`src/rtl/axi_lite_regbank.sv`:
```
// axi_lite_regbank
// AXI4-Lite slave exposing eight 32-bit word registers to a UART-driven host:
//   word 0 : constant ID (read-only)
//   word 1 : synchronized status_in (read-only)
//   word 2..7 : control words driven on ctrl_out, byte-maskable, with a
//               one-cycle wr_pulse per register on every accepted write.
// The AW and W channels are captured independently into holding registers and
// committed together once both are present; reads are fully independent.

module axi_lite_regbank #(
  parameter int          C_S_AXI_DATA_WIDTH = 32,
  parameter int          C_S_AXI_ADDR_WIDTH = 5,
  parameter logic [31:0] ID_VALUE           = 32'h5541_5254
) (
  input  logic                              s00_axi_aclk,
  input  logic                              s00_axi_aresetn,
  // write address channel
  input  logic [C_S_AXI_ADDR_WIDTH-1:0]     s00_axi_awaddr,
  input  logic [2:0]                        s00_axi_awprot,
  input  logic                              s00_axi_awvalid,
  output logic                              s00_axi_awready,
  // write data channel
  input  logic [C_S_AXI_DATA_WIDTH-1:0]     s00_axi_wdata,
  input  logic [C_S_AXI_DATA_WIDTH/8-1:0]   s00_axi_wstrb,
  input  logic                              s00_axi_wvalid,
  output logic                              s00_axi_wready,
  // write response channel
  output logic [1:0]                        s00_axi_bresp,
  output logic                              s00_axi_bvalid,
  input  logic                              s00_axi_bready,
  // read address channel
  input  logic [C_S_AXI_ADDR_WIDTH-1:0]     s00_axi_araddr,
  input  logic [2:0]                        s00_axi_arprot,
  input  logic                              s00_axi_arvalid,
  output logic                              s00_axi_arready,
  // read data channel
  output logic [C_S_AXI_DATA_WIDTH-1:0]     s00_axi_rdata,
  output logic [1:0]                        s00_axi_rresp,
  output logic                              s00_axi_rvalid,
  input  logic                              s00_axi_rready,
  // fabric side
  input  logic [31:0]                       status_in,
  output logic [191:0]                      ctrl_out,
  output logic [5:0]                        wr_pulse
);

  localparam int         NUM_CTRL   = 6;
  localparam logic [1:0] RESP_OKAY  = 2'b00;
  localparam logic [1:0] RESP_SLVERR = 2'b10;

  // Short local names for the clock and reset.
  logic clk;
  logic rst_n;
  assign clk   = s00_axi_aclk;
  assign rst_n = s00_axi_aresetn;

  // Protection bits and the byte offset within a word carry no meaning here.
  logic unused_inputs;
  assign unused_inputs = ^{s00_axi_awprot, s00_axi_arprot,
                           s00_axi_awaddr[1:0], s00_axi_araddr[1:0]};

  // ---------------------------------------------------------------------------
  // State
  // ---------------------------------------------------------------------------
  logic                      run;          // low in reset and the first cycle after
  logic                      aw_held;      // an accepted AW awaits its W
  logic                      w_held;       // an accepted W awaits its AW
  logic [2:0]                aw_idx;       // word index of the held write address
  logic [31:0]               w_data;       // held write data
  logic [3:0]                w_strb;       // held byte strobes
  logic [NUM_CTRL-1:0][31:0] ctrl_q;       // control words 2..7 (entry 0 is word 2)
  logic [31:0]               status_meta;  // first synchronizer stage
  logic [31:0]               status_sync;  // second synchronizer stage, read back
  logic                      bvalid_q;
  logic [1:0]                bresp_q;
  logic                      rvalid_q;
  logic [1:0]                rresp_q;
  logic [31:0]               rdata_q;
  logic [NUM_CTRL-1:0]       wr_pulse_q;

  // ---------------------------------------------------------------------------
  // Handshake and commit qualifiers
  // ---------------------------------------------------------------------------
  logic       aw_hs;
  logic       w_hs;
  logic       ar_hs;
  logic       commit;
  logic       commit_ctrl;
  logic [2:0] ctrl_sel;

  assign s00_axi_awready = run & ~aw_held & ~bvalid_q;
  assign s00_axi_wready  = run & ~w_held  & ~bvalid_q;
  assign s00_axi_arready = run & ~rvalid_q;

  assign aw_hs  = s00_axi_awvalid & s00_axi_awready;
  assign w_hs   = s00_axi_wvalid  & s00_axi_wready;
  assign ar_hs  = s00_axi_arvalid & s00_axi_arready;

  // Both halves present and the previous response has been taken.
  assign commit      = aw_held & w_held & ~bvalid_q;
  assign commit_ctrl = commit & (aw_idx >= 3'd2);
  assign ctrl_sel    = aw_idx - 3'd2;

  // ---------------------------------------------------------------------------
  // Run flag: releases the handshakes one cycle after reset deasserts, so the
  // async reset release never races an incoming valid.
  // ---------------------------------------------------------------------------
  // NOTE: sequential state is always assigned with <= so every flop samples the
  // pre-edge value of its inputs, independent of block ordering.
  always_ff @(posedge clk or negedge rst_n) begin
    if (!rst_n) run <= 1'b0;
    else        run <= 1'b1;
  end

  // ---------------------------------------------------------------------------
  // Write address / data capture; holding flags clear on commit.
  // ---------------------------------------------------------------------------
  always_ff @(posedge clk or negedge rst_n) begin
    if (!rst_n) begin
      aw_held <= 1'b0;
      w_held  <= 1'b0;
      aw_idx  <= '0;
      w_data  <= '0;
      w_strb  <= '0;
    end else begin
      if (aw_hs) begin
        aw_held <= 1'b1;
        aw_idx  <= s00_axi_awaddr[4:2];
      end else if (commit) begin
        aw_held <= 1'b0;
      end

      if (w_hs) begin
        w_held <= 1'b1;
        w_data <= s00_axi_wdata[31:0];
        w_strb <= s00_axi_wstrb[3:0];
      end else if (commit) begin
        w_held <= 1'b0;
      end
    end
  end

  // ---------------------------------------------------------------------------
  // Write response: raised on commit, held stable until bready.
  // ---------------------------------------------------------------------------
  always_ff @(posedge clk or negedge rst_n) begin
    if (!rst_n) begin
      bvalid_q <= 1'b0;
      bresp_q  <= RESP_OKAY;
    end else if (commit) begin
      bvalid_q <= 1'b1;
      bresp_q  <= (aw_idx >= 3'd2) ? RESP_OKAY : RESP_SLVERR;
    end else if (bvalid_q && s00_axi_bready) begin
      bvalid_q <= 1'b0;
    end
  end

  // ---------------------------------------------------------------------------
  // Control registers: byte-lane update of the addressed word on commit.
  // ---------------------------------------------------------------------------
  // NOTE: this register file is only six words, so it is reset like any other
  // state; fabric logic sees a defined all-zero control word out of reset.
  always_ff @(posedge clk or negedge rst_n) begin
    if (!rst_n) begin
      ctrl_q <= '0;
    end else if (commit_ctrl) begin
      for (int k = 0; k < NUM_CTRL; k++) begin
        if (ctrl_sel == 3'(k)) begin
          for (int b = 0; b < 4; b++) begin
            if (w_strb[b]) ctrl_q[k][8*b +: 8] <= w_data[8*b +: 8];
          end
        end
      end
    end
  end

  // ---------------------------------------------------------------------------
  // Write pulse: one cycle, coincident with the updated ctrl_out value. A
  // control write with all strobes low still pulses.
  // ---------------------------------------------------------------------------
  always_ff @(posedge clk or negedge rst_n) begin
    if (!rst_n) begin
      wr_pulse_q <= '0;
    end else begin
      for (int k = 0; k < NUM_CTRL; k++) begin
        wr_pulse_q[k] <= commit_ctrl && (ctrl_sel == 3'(k));
      end
    end
  end

  // ---------------------------------------------------------------------------
  // Two-flop synchronizer for the asynchronous status word.
  // ---------------------------------------------------------------------------
  always_ff @(posedge clk or negedge rst_n) begin
    if (!rst_n) begin
      status_meta <= '0;
      status_sync <= '0;
    end else begin
      status_meta <= status_in;
      status_sync <= status_meta;
    end
  end

  // ---------------------------------------------------------------------------
  // Read mux on the incoming read address.
  // ---------------------------------------------------------------------------
  logic [31:0] rd_mux;

  // NOTE: every always_comb output gets a default first, so no path through
  // the block can leave it unassigned and infer a latch.
  always_comb begin
    rd_mux = '0;
    unique case (s00_axi_araddr[4:2])
      3'd0: rd_mux = ID_VALUE;
      3'd1: rd_mux = status_sync;
      3'd2: rd_mux = ctrl_q[0];
      3'd3: rd_mux = ctrl_q[1];
      3'd4: rd_mux = ctrl_q[2];
      3'd5: rd_mux = ctrl_q[3];
      3'd6: rd_mux = ctrl_q[4];
      3'd7: rd_mux = ctrl_q[5];
      default: rd_mux = '0;
    endcase
  end

  // ---------------------------------------------------------------------------
  // Read data channel: capture on AR handshake, hold stable until rready.
  // A commit on the same edge is not visible to this capture.
  // ---------------------------------------------------------------------------
  always_ff @(posedge clk or negedge rst_n) begin
    if (!rst_n) begin
      rvalid_q <= 1'b0;
      rresp_q  <= RESP_OKAY;
      rdata_q  <= '0;
    end else if (ar_hs) begin
      rvalid_q <= 1'b1;
      rresp_q  <= RESP_OKAY;
      rdata_q  <= rd_mux;
    end else if (rvalid_q && s00_axi_rready) begin
      rvalid_q <= 1'b0;
    end
  end

  // ---------------------------------------------------------------------------
  // Outputs
  // ---------------------------------------------------------------------------
  assign s00_axi_bvalid = bvalid_q;
  assign s00_axi_bresp  = bresp_q;
  assign s00_axi_rvalid = rvalid_q;
  assign s00_axi_rresp  = rresp_q;
  assign s00_axi_rdata  = C_S_AXI_DATA_WIDTH'(rdata_q);
  assign ctrl_out       = ctrl_q;
  assign wr_pulse       = wr_pulse_q;

endmodule

```
`config.mk`:
```
export PLATFORM = sky130hd
export DESIGN_NAME = axi_lite_regbank
export DESIGN_NICKNAME = d
export VERILOG_FILES = /design/src/rtl/axi_lite_regbank.sv
export SDC_FILE = /design/constraint.sdc
export NUM_CORES = 1
export LEC_CHECK = 0
export ABC_AREA = 1
export BUFFER_PORTS_ARGS = -buffer_cell sky130_fd_sc_hd__buf_2
export CORE_AREA = 4 4 169 171
export CTS_CLUSTER_DIAMETER = 100
export CTS_CLUSTER_SIZE = 28
export DETAILED_ROUTE_END_ITERATION = 12
export DIE_AREA = 0 0 173 175
export PLACE_DENSITY = 0.79
export SLEW_MARGIN = 20
export SYNTH_ARGS = -nofsm -noshare
export SYNTH_HDL_FRONTEND = slang
export SYNTH_SLANG_ARGS = --single-unit
```
`constraint.sdc`:
```
create_clock -name s00_axi_aclk -period 2.6 [get_ports s00_axi_aclk]
set_input_delay 0.26 -clock s00_axi_aclk [delete_from_list [all_inputs] [get_ports s00_axi_aclk]]
set_output_delay 0.26 -clock s00_axi_aclk [all_outputs]
set_load 0.03 [all_outputs]
```
# Word-level counts from Yosys, hierarchy flattened
# Cells that the tools add are included.
# W data, S select, Z words.
[word_totals] regBits=340 output_inout_bits=239 elab_cells=113
[classes] addsub=1 n_lt_le_gt_ge=1 eq_ne=12 muxes=9 bitwise=15 n_reduce_logical=38
[ops] operator="$pmux W32 S8" count=1
[ops] operator="$reduce_and A3 Y1" count=24
[ops] operator="$eq A3 B3 Y1 const B" count=6
[ops] operator="$eq A3 B2 Y1 const B" count=4
[ops] operator="$and A1 B1 Y1" count=11
[ops] operator="$logic_and A1 B1 Y1" count=8
[ops] operator="$reduce_bool A2 Y1" count=4
[ops] operator="$mux W1" count=7
[ops] operator="$eq A3 B1 Y1 const B" count=2
[ops] operator="$logic_not A3 Y1" count=2
[ops] operator="$not A1 Y1" count=4
[ops] operator="$ge A3 B2 Y1 const B" count=1
[ops] operator="$sub A3 B2 Y3 const B" count=1
[ops] operator="$mux W2" count=1

# Longest topological paths before layout
[depth] ltp_word=5 mapped_depth=9 depth_no_buf=7

# Worst setup path after synthesis
# No wires, ideal clock.
[synth_path] path_kind="register to register" from="register aw_idx[1]" to="register ctrl_q (netlist bit ctrl_out[77])" arrival_time_ns=2.026 required_ns=2.478 path_slack_ns=0.452 stages_incl_launch_ff=9 n_path_buf=1 synth_period_minus_slack_ns=2.148 cell_sequence="dfrtp_1 inv_1 ha_1 inv_4 nor3_4 nand3_4 buf_6 nand2_1 o21ai_2"
[synth_between] elab_chain_len=3
[synth_rtl] item="start, declared" line="68" text="logic [2:0] aw_idx;"
[synth_rtl] item="start signal, assigned" line="128" text="aw_idx <= s00_axi_awaddr[4:2];"
[synth_rtl] item="$sub A3 B2 Y3 or $ge A3 B2 Y1 (tied branches)" line="102, 101"
[synth_rtl] item="$eq A3 B2 Y1 or $and A1 B1 Y1 (tied branches)" line="168, 101"
[synth_rtl] item="$reduce_and A3 Y1 (no line) (*)"
[synth_rtl] item="end signal, assigned by index" line="170" text="if (w_strb[b]) ctrl_q[k][8*b +: 8] <= w_data[8*b +: 8];"
[synth_rtl] item="end, declared" line="71" text="logic [NUM_CTRL-1:0][31:0] ctrl_q;"
# Every way passes the cells marked *; elsewhere a longest branch is shown, timed or not.
# A chain may end at the register's enable or synchronous reset.

# Worst setup path in the final report
[layout_path] from="register aw_idx[1]" to="register ctrl_q (netlist bit ctrl_out[90])"
# Same word-level chain as after synthesis.

==> metrics.yaml <==
status: "finished, final reports clean"
rr_worst_depth: 7
coreArea_sq_mm: 0.02688
drc: 0
clk_latency_ns: 0.52
fin_worst_skew_ns: 0.03149
min_path_cells: 3
cts_inserted_buffers: 16
totalNegativeSetupSlack_ns: 0
postSynthCellCount: 1534
path_class: "reg2reg"
ys_warn_count: 0
final_hold_viol_count: 0
ys_ff_latch: 339
clk_pin_slew_ns: 0.10
grt_pass1_vias: 12250
syn_to_final_growth_pct: 19.82
fin_crit_ns: 2.232
drv_slew: 0
grt_pass1_wl_mm: 69.68
use_met3_pct: 6.015
hpwl_mm: 29.41
hold-worst-slack_ns: 0.005925
cts_sinks: 339
p_clk_share_pct: 15.5
yosysTopAreaCellShare_pct: 58.63
p_total_mw: 18.48
grt_start_max_net_pins: 82
cts_htree_levels: 1
net-switching-power_mw: 8.498
instances_no_fill: 2199
tightest_slew_ns: 0.8864
cp_data_required_time_ns: 3.00
max_cap_viol_count: 0
place_ws_ns: 0.3114
post-place-cells: 2125
gr-max-usage-layer: "met2"
critPathCaptureType: "flop"
viasPerCell: 5.725
initial_core_util_pct: 53.84
worstPathArrival_ns: 2.63
ios: 330
die_y_um: 175
rows: 60
rsz0062_at_grt: "no"
seqPwrFrac_pct: 43.6
finalCritPeriodShare_pct: 85.83
synth_top_flop_cell: "dfrtp_1"
dieWidth_um: 173
netlist_top_cells_count: "nand2_1, dfrtp_1, o21ai_1, nand4_1, nor2_1"
cts_tree: "built"
comb_power_share_pct: 40.9
place_congestion: 0.8627
async_reset_ff_share_pct: 100.0
nNetsFinal: 1948
yosysMostFrequentCell: "nand2_1"
p_int_mw: 9.987
fmax_mhz: 448.1
wl_mm: 44.78
p_leak_nw: 8.966
cp_max_fo: 16
max_slew_margin_pct: 40.90
switching_share_pct: 45.97
fin_ws_ns: 0.3685
grt_usage_pct: 28.85
synth.area.top_cells: "dfrtp_1, nand2_1, nand4_1, o21ai_1, nor2_1"
synth_cell_type_count: 31
num_vias: 12590
drtAntennaViolNets: 0
die_area_sq_mm: 0.03028
drt_pass1_iterations: 5
grt_use_met1_pct: 38.55
setup_violations: 0
synth_area_sq_mm: 0.01447
cp-start-kind: "flop"
routedWlPerCell_um: 20.37
drt_iter0_drc: 1170
clockBufferDepth: 3
synth_edf_count: 0
clk_root_buffer_cell: "clkbuf_16"
synth_area_per_cell_sq_um: 9.433
numPortBuffers: 316
drive_gt1_share_pct: 24.62
gr-total-overflow: 0
powerDensity_mw_per_mm2: 1066
worst_ir_drop_vdd_mv: 0.7891
grt_use_met2_pct: 46.92
antenna_found_initial: 0
reg2reg_slack_ns: 0.37
yosysTopAreaCell: "dfrtp_1"
ys_seq_area_share_pct: 58.63
holdCritPathClass: "in2reg"
cells in the final DEF, fill, tap and decap left out, drive strengths merged:
cell type      n
nand2        391
buf          346
dfrtp        339
o21ai        205
nand4        130
nor2         129
nand3         94
inv           78
dlygate4sd3   54
a21oi         35
clkbuf        17
or2           11
a21boi        11
nor3           8
conb           4
diode          2
nor4           2
ha             1
clkinv         1
power by group through the flow:
stage	clock, mW	combinational (mW)	sequential, mW
after floorplan	0	2.76	10.2
after global placement	0	7.31	8.05
after detailed placement	0	7.48	8.11
after CTS	2.91	7.57	8.01
after global routing	3.10	8.11	8.23
final	2.87	7.56	8.06
state kept, by name (all words and copies together), names as in the netlist:
register        count
ctrl_out          192
status_sync        32
w_strb              4
wr_pulse            6
status_meta        32
aw_idx              3
s00_axi_rdata      32
s00_axi_bvalid      1
s00_axi_bresp       1
run                 1
aw_held             1
s00_axi_rvalid      1
w_data             32
w_held              1
stage by stage:
stage	util, %	cell area [sq um]
CTS	64.49	17330
finish	64.51	17340
global route	64.49	17330
detailed placement	60.79	16340
floorplan	-	14480
global placement	60.79	16340
final timing paths:
check / to / startpoint
min in group asynchronous: ctrl_out[119]$_DFFE_PN0P_ / s00_axi_aresetn
setup / recovery: ctrl_out[90]$_DFFE_PN0P_ / aw_idx[1]$_DFFE_PN0P_
hold / removal: w_data[11]$_DFFE_PN0P_ / s00_axi_wdata[11]
hold reg to reg: status_sync[8]$_DFF_PN0_ / status_meta[8]$_DFF_PN0_
setup reg to reg: ctrl_out[90]$_DFFE_PN0P_ / aw_idx[1]$_DFFE_PN0P_
max in group asynchronous: s00_axi_rdata[11]$_DFFE_PN0P_ / s00_axi_aresetn
area by class of cell:
cell class | instances | area, sq um
clock inverters | 1 | 30.03
inverters | 78 | 295.3
well taps | 341 | 426.7
flip-flops and latches | 339 | 8483
multi-input cells | 1021 | 5195
fillers | 2147 | 9538
clock buffers | 17 | 425.4
repair buffers | 400 | 2477
diodes | 2 | 5.005
critical path, cell delays in order (launching register included):
cell and delay, ns:
dfrtp_1 0.37, inv_1 0.06, ha_1 0.49, inv_4 0.15
nor3_4 0.46, nand3_4 0.33, nand2_1 0.17, o21ai_2 0.06
cells by family after synthesis:
group	synth area share (%)
AO/OA/AOI/OAI	9.702
buffers and inverters	5.698
flip-flops	58.63
adder cells (fa/ha/maj)	0.08645
AND/OR/NAND/NOR	25.84
other	0.05190
layer usage:
layer / up-vias / routed length [um]
li1: 5766 / -
met1: 6087 / 17990
met2: 625 / 21040
met3: 111 / 3799
met4: 0 / 1956
met5: - / 0
repair_timing:
| item | 4_1_cts | 5_1_grt |
|---|---|---|
| buffers inserted | 0 | 0 |
| resized for setup | 0 | 0 |
| hold buffers | 54 | 0 |
| endpoints found under the hold margin | 122 | 0 |
No activity file was read; power rests on OpenSTA's default activity.
